--- config.mk ---
export PLATFORM = sky130hd
export DESIGN_NAME = truth_table_sequencer
export DESIGN_NICKNAME = d
export VERILOG_FILES = /design/src/rtl/truth_table_sequencer.sv
export SDC_FILE = /design/constraint.sdc
export NUM_CORES = 1
export LEC_CHECK = 0
export BUFFER_PORTS_ARGS = -buffer_cell sky130_fd_sc_hd__buf_2
export CAP_MARGIN = 15
export CORE_MARGIN = 10
export CORE_UTILIZATION = 49
export DETAILED_ROUTE_END_ITERATION = 7
export PLACE_DENSITY = 0.73
export SLEW_MARGIN = 20
export SYNTH_ARGS = -nofsm -noshare
export SYNTH_HDL_FRONTEND = slang
export SYNTH_SLANG_ARGS = --single-unit
--- constraint.sdc ---
create_clock -name clk -period 1.8 [get_ports clk]
set_input_delay 0.09 -clock clk [delete_from_list [all_inputs] [get_ports clk]]
set_output_delay 0.09 -clock clk [all_outputs]
set_load 0.03 [all_outputs]
--- src/rtl/truth_table_sequencer.sv ---
// Truth-table sequencer: sweeps every input vector of a small combinational
// block in ascending order, holds each one for DWELL cycles, captures the
// block outputs at the end of each dwell and compares them to a golden table.
module truth_table_sequencer #(
  parameter int unsigned N_IN   = 4,
  parameter int unsigned N_OUT  = 2,
  parameter int unsigned DWELL  = 20,
  parameter logic [(2**N_IN)*N_OUT-1:0] GOLDEN = '0
) (
  input  logic                        clk,
  input  logic                        rst_n,
  input  logic                        start,
  input  logic                        abort,
  output logic [N_IN-1:0]             vec_out,
  input  logic [N_OUT-1:0]            dut_in,
  output logic                        busy,
  output logic                        done,
  output logic                        pass,
  output logic [N_IN:0]               err_count,
  output logic [N_IN-1:0]             first_fail,
  output logic [(2**N_IN)*N_OUT-1:0]  table_out
);

  localparam int unsigned NUM_VEC = 2 ** N_IN;
  localparam int unsigned ERR_W   = N_IN + 1;
  localparam int unsigned CNT_W   = (DWELL > 1) ? $clog2(DWELL) : 1;

  typedef enum logic [1:0] {
    S_IDLE   = 2'd0,
    S_SETTLE = 2'd1,
    S_DONE   = 2'd2
  } state_t;

  state_t           state;
  logic [CNT_W-1:0] dwell_cnt;
  logic [N_OUT-1:0] golden_c;
  logic             dwell_end_c;
  logic             last_vec_c;
  logic             mismatch_c;

  // Golden entry for the vector currently applied (vec_out doubles as the index)
  always_comb begin
    golden_c = '0;
    for (int unsigned k = 0; k < NUM_VEC; k++) begin
      if (vec_out == N_IN'(k)) golden_c = GOLDEN[k*N_OUT +: N_OUT];
    end
  end

  assign dwell_end_c = (dwell_cnt == CNT_W'(DWELL - 1));
  assign last_vec_c  = (vec_out == N_IN'(NUM_VEC - 1));
  assign mismatch_c  = (dut_in != golden_c);

  // Pass is only meaningful once the sweep has completed
  assign pass = done && (err_count == '0);

  // Sweep controller: abort has priority, start only honoured outside SETTLE
  always_ff @(posedge clk or negedge rst_n) begin
    if (!rst_n) begin
      state      <= S_IDLE;
      vec_out    <= '0;
      dwell_cnt  <= '0;
      busy       <= 1'b0;
      done       <= 1'b0;
      err_count  <= '0;
      first_fail <= '0;
      table_out  <= '0;
    end else if (abort) begin
      // Partial results are kept for post-mortem inspection
      state     <= S_IDLE;
      vec_out   <= '0;
      dwell_cnt <= '0;
      busy      <= 1'b0;
      done      <= 1'b0;
    end else begin
      case (state)
        S_IDLE, S_DONE: begin
          if (start) begin
            state      <= S_SETTLE;
            vec_out    <= '0;
            dwell_cnt  <= '0;
            busy       <= 1'b1;
            done       <= 1'b0;
            err_count  <= '0;
            first_fail <= '0;
            table_out  <= '0;
          end
        end
        S_SETTLE: begin
          if (dwell_end_c) begin
            for (int unsigned k = 0; k < NUM_VEC; k++) begin
              if (vec_out == N_IN'(k)) table_out[k*N_OUT +: N_OUT] <= dut_in;
            end
            if (mismatch_c) begin
              err_count <= err_count + ERR_W'(1);
              if (err_count == '0) first_fail <= vec_out;
            end
            if (last_vec_c) begin
              // Terminal vector ends the sweep; vec_out holds it
              state <= S_DONE;
              busy  <= 1'b0;
              done  <= 1'b1;
            end else begin
              vec_out   <= vec_out + N_IN'(1);
              dwell_cnt <= '0;
            end
          end else begin
            dwell_cnt <= dwell_cnt + CNT_W'(1);
          end
        end
        default: begin
          state <= S_IDLE;
        end
      endcase
    end
  end

endmodule

After elaboration in Yosys (flattened, before gate mapping)

Index checks and enable logic that the tools add are counted.

Reduce and logical (&&, ||, !) cells: 30
Add/sub/neg operators: 3
Bitwise operators: 1
Equal/unequal tests: 43
Muxes and demuxes: 51

Operators by type and width:

| operator                                                              | count |
|---|---|
| 5-bit AND reduction                                                   | 17 |
| 32-bit 2-to-1 mux                                                     | 2 |
| 32-bit case mux with 2 select lines                                   | 1 |
| 2-bit 2-to-1 mux                                                      | 20 |
| 2-bit != test, second input constant                                  | 20 |
| 4-bit equality test, second input constant                            | 8 |
| 5-bit 2-to-1 mux                                                      | 6 |
| 4-bit 2-to-1 mux                                                      | 7 |
| 5-bit case mux with 2 select lines                                    | 2 |
| 4-bit by 3-bit equality test with 1-bit output, second input constant | 4 |
| 4-bit case mux with 2 select lines                                    | 2 |
| 3-bit != test, second input constant                                  | 4 |
| 5-bit by 1-bit adder with 5-bit output, second input constant         | 2 |
| 4-bit by 2-bit equality test with 1-bit output, second input constant | 2 |
| 1-bit 2-to-1 mux                                                      | 8 |
| 4-bit AND reduction                                                   | 2 |
| 3-bit AND reduction                                                   | 2 |
| 6-bit AND reduction                                                   | 1 |
| 5-bit equality test, second input constant                            | 1 |
| 5-bit zero test                                                       | 1 |
| 4-bit by 1-bit adder with 4-bit output, second input constant         | 1 |
| 4-bit by 1-bit equality test with 1-bit output, second input constant | 1 |
| 4-bit zero test                                                       | 1 |
| 4-bit != test, second input constant                                  | 1 |
| 10 further kinds                                                      | 12 |

Output and inout bits: 48
Register bits: 54

Logic depth before layout (Yosys ltp)

Word-level depth: 5
Mapped depth: 7

Worst setup path after synthesis

OpenSTA, ideal clock, no wires.

Kind: flip-flop to flip-flop
Start: register err_count[0]
End: register first_fail[0]
Setup time: 121 ps
Clock period less this slack: 1847 ps
Arrival time: 1726 ps
Cell stages (with the launch flop): 6
Setup slack: -47 ps
Required time: 1679 ps
Path through: dfrtp_1 > inv_1 > ha_1 > or4b_1 > a211o_1 > a22o_1

Longest elaborated chain between the ends: 3

RTL lines:

| item                          | RTL line | RTL |
|---|---|---|
| start, declared               | 19       | `output logic [N_IN:0] err_count,` |
| start signal, assigned        | 94       | `err_count <= err_count + ERR_W'(1);` |
| 5-bit zero test               | 95       | `if (err_count == '0) first_fail <= vec_out;` |
| 2-bit != test (no line)       | n/a      |  |
| 6-bit AND reduction (no line) | n/a      |  |
| end signal, assigned          | 95       |  |
| end, declared                 | 20       | `output logic [N_IN-1:0] first_fail,` |

No other way between the ends.
A chain may end at the register's enable or synchronous reset.

Worst setup path after layout

Start: register err_count[0]
End: output port pass

Longest elaborated chain between the ends: 2

RTL lines:

| item              | RTL line | RTL |
|---|---|---|
| 5-bit zero test   | 54       | `assign pass = done && (err_count == '0);` |
| 1-bit logical AND | 54       |  |
| end, declared     | 18       | `output logic pass,` |

No other way between the ends.

==> impl_metrics.py <==
metrics = {
    "clocking": {
        "root_buffer": "clkbuf_8",
        "post-cts-setup-buffers": 0,
        "clock_path_buffers": 2,
        "insertion_delay_ns": 0.31,
        "path_clk_slew_ns": 0.10,
        "cts_tree": "built",
        "numCtsBuffers": 5,
        "htreeDepth": 2,
        "cts_sinks": 54,
    },
    "sta": {
        "rsz0062_at_grt": "yes",
        "fin_crit_ns": 1.80,
        "final-max-slew-violation-count": 0,
        "worst_slack_ns": -0.00272,
        "hold_ws_ns": 0.0871,
        "finalHoldViolations": 0,
        "period_share_pct": 100,
        "slew_headroom_pct": 51.6,
        "final-setup-viol-count": 1,
        "fin_skew_ns": 0.0112,
        "fmax_mhz": 555,
        "worstMarginPinSlew_ns": 0.726,
    },
    "global_routing": {
        "grt.total_usage_pct": 15.2,
        "grt_max_degree": 32,
        "gr-usage-met2_pct": 25.6,
        "antenna_found_initial": 0,
        "use_met1_pct": 18.2,
        "grt_pass1_vias": 2339,
        "gr-max-usage-layer": "met2",
        "grt_pass1_wl_um": 11100,
        "use_met3_pct": 4.24,
        "gr-total-overflow": 0,
    },
    "placement": {
        "place_congestion": 0.844,
        "port_buffers": 53,
        "hpwl_um": 4900,
        "dp_slack_ns": 0.0362,
        "dp_cells": 409,
    },
    "power": {
        "p_seq_share_pct": 51.8,
        "p_leak_nw": 1.56,
        "vdd_ir_drop_max_uv": 352,
        "power_switching_share_pct": 26.3,
        "p_per_area_nw_per_um2": 730,
        "p_comb_share_pct": 15.6,
        "p_int_mw": 1.80,
        "finalPower_mw": 2.45,
        "p_switching_mw": 0.642,
        "clkPwrFrac_pct": 32.6,
    },
    "floorplanning": {
        "row_count": 26,
        "die_x_um": 93.4,
        "ios": 54,
        "start_util_pct": 51.0,
        "core_um2": 5170,
        "dieArea_um2": 8720,
        "fp.dieH_um": 93.4,
    },
    "setup_path": {
        "reg2regPathDepth": 5,
        "crit_top_cell": "buf_6",
        "crit_end": "pass",
        "max_stage_delay_ns": 0.47,
        "reg2reg_to": "first_fail[0]$_DFFE_PN0P_",
        "start_kind": "register",
        "rrSetupSlack_ns": 0.05,
        "path_cells": "inv_2, ha_1, or4b_4, buf_6, nor2_4, buf_6",
        "path_class": "register to output pin",
        "rr_startpoint": "err_count[0]$_DFFE_PN0P_",
        "end_kind": "output pin",
        "path_max_fanout": 2,
        "cp.arrival_ns": 1.71,
        "cp.required_ns": 1.71,
        "crit_slowest_cell": "or4b_4",
        "worstSetupStartpoint": "err_count[0]$_DFFE_PN0P_",
    },
    "logic_synthesis": {
        "synth-simple-area-share_pct": 14.0,
        "yosys.area_share.xor_xnor_pct": 0,
        "syn-cell-area_um2": 2640,
        "ys_seq_area_share_pct": 51.2,
        "ys_ff_latch": 54,
        "synth.yosys.warnings": 0,
        "synth_compound_area_share_pct": 22.7,
        "synthMuxAreaShare_pct": 0.379,
        "yosysTopAreaCell": "dfrtp_1",
        "syn_area_per_cell_um2": 9.85,
        "synthTopCellsByArea": "dfrtp_1 51%, o22ai_1 7.8%, inv_1 5.5%, a211oi_1 4.6%, ha_1 3.8%",
        "synth_nets": 282,
        "synth_top_family_by_area": "compound AO/OA/AOI/OAI gates",
        "synthCells": 268,
        "synth_fa_ha_area_share_pct": 3.79,
        "synth_top_area_share_pct": 51.2,
        "netlist-cell-type-count": 42,
    },
    "drt": {
        "postRouteWirelength_um": 6530,
        "wl_per_cell_um": 15.6,
        "vias": 2312,
        "postRouteAntennaNets": 0,
        "post_drt_via_cell_ratio": 5.53,
        "firstDrtPassIters": 4,
        "post-route-drc-count": 0,
        "first_iter_violations": 92,
    },
    "cells_and_area": {
        "layout-drive-gt1-share_pct": 31.9,
        "final_util_pct": 64.8,
        "area_growth_syn_to_layout_pct": 26.9,
        "final.fill_count": 421,
        "instances_no_fill": 418,
        "diodes": 0,
        "finish.net_count": 361,
    },
    "hold_path": {
        "worst_hold_path_type": "input port to register",
    },
    "outcome": {
        "violations": "setup timing",
        "status": "finished, violations left",
    },
    "job": {
        "cap_viol_max_count": 0,
    },
}
worst min-delay path by stage:
stage | from | end | slack [ns] | depth (start not counted)
floorplan | rst_n | busy$_DFFE_PN0P_ | -0.21 | 0
global placement | rst_n | table_out[24]$_DFFE_PN0P_ | 0.17 | 1
detailed placement | rst_n | table_out[24]$_DFFE_PN0P_ | 0.18 | 1
CTS | start | state[0]$_DFFE_PN0P_ | 0.07 | 3
global route | start | state[0]$_DFFE_PN0P_ | 0.10 | 3
finish | start | state[0]$_DFFE_PN0P_ | 0.09 | 3
cells in the final DEF (no fill, tap or decap), types with 2 or more instances in the layout:
cell type  count
o31ai_1        2
clkbuf_8       5
buf_4         28
buf_6          2
buf_2         52
o21ai_0       12
and2b_1        2
nor2b_1        2
nand3_1       14
inv_1         38
ha_1           8
a211oi_1      11
a21oi_1        3
nor3_1         3
nor2_1         7
or2_2          2
a211oi_2       5
o22ai_1       33
dfrtp_1       52
a211o_1        2
o2bb2ai_1      2
or3_1          3
a22o_1         5
nand2_1       21
dfrtp_2        2
nand2b_1       5
kinds of logic after synthesis:
| kind of cell | after synthesis |
|---|---|
| adders and majority gates | 8 |
| DFF | 54 |
| muxes | 1 |
| and+or+nand+nor | 70 |
| AOI/OAI and AO/OA | 84 |
| buffers and inverters | 51 |
final cells by class:
type                            count  area [um^2]  share of cell area, %
Clock buffer                        6         72.6                   2.17
Tap cell                           70         87.6                   2.61
Multi-Input combinational cell    163         1130                   33.7
Inverter                           39          146                   4.37
Sequential cell                    54         1350                   40.4
Timing Repair Buffer               84          523                   15.6
Clock inverter                      2         37.5                   1.12
critical path, delay by kind of cell (launching register included):
kind                       cells  cell delay [ns]
DFF                            1             0.42
and+or+nand+nor                2             0.54
buffers and inverters          3             0.32
adders and majority gates      1             0.13
what timing repair did:
action	CTS	global route
endpoints found under the setup margin	1	46
hold endpoints to repair	28	0
gates resized for setup	7	9
hold buffers	1	0
pin swaps	0	0
routing by layer:
| metal | vias to the layer above | part of all wire [%] |
|---|---|---|
| met3 | 7 | 6.6 |
| met4 | 0 | 0.90 |
| met1 | 1139 | 43 |
| met2 | 53 | 49 |
| li1 | 1113 | - |
| met5 | - | 0 |
cell usage after synthesis (all sizes together):
master / number
mux2i: 1
or4b: 1
or3: 3
nand2: 21
nand3: 14
a211oi: 16
and2b: 2
a21oi: 5
buf: 8
a31o: 1
or2: 2
nor3: 4
a311oi: 1
a32o: 1
nand2b: 5
and3: 1
ha: 8
nor2b: 2
nor2: 8
dfrtp: 54
o21ai: 12
nand4bb: 1
a22oi: 1
a22o: 5
o211ai: 1
o31ai: 2
a211o: 2
o22ai: 33
a21o: 1
and4bb: 1
and2: 1
a31oi: 1
nor4b: 1
inv: 39
nand4: 1
clkbuf: 4
o2bb2ai: 2
nor3b: 2
flip-flops by register name, summed over array words and instances, names as in the netlist:
register and cells:
done 1, vec_out 4, dwell_cnt 5, busy 1
first_fail 4, err_count 5, table_out 32, state 2
power by group through the flow:
stage / registers, mW / logic [mW] / clock network [mW]
detailed placement: 1.29 / 0.352 / 0
global route: 1.27 / 0.414 / 0.874
finish: 1.27 / 0.382 / 0.796
floorplan: 1.34 / 0.139 / 0
CTS: 1.27 / 0.376 / 0.822
global placement: 1.29 / 0.345 / 0
through the flow:
stage          area (um^2)  setup TNS [ns]
2_1_floorplan         2640               0
3_3_place_gp          3170               0
3_5_place_dp          3170               0
4_1_cts               3310         -0.0160
5_1_grt               3350         -0.0607
6_report              3350        -0.00272
Note: power is estimated with default switching activity, not from simulation.
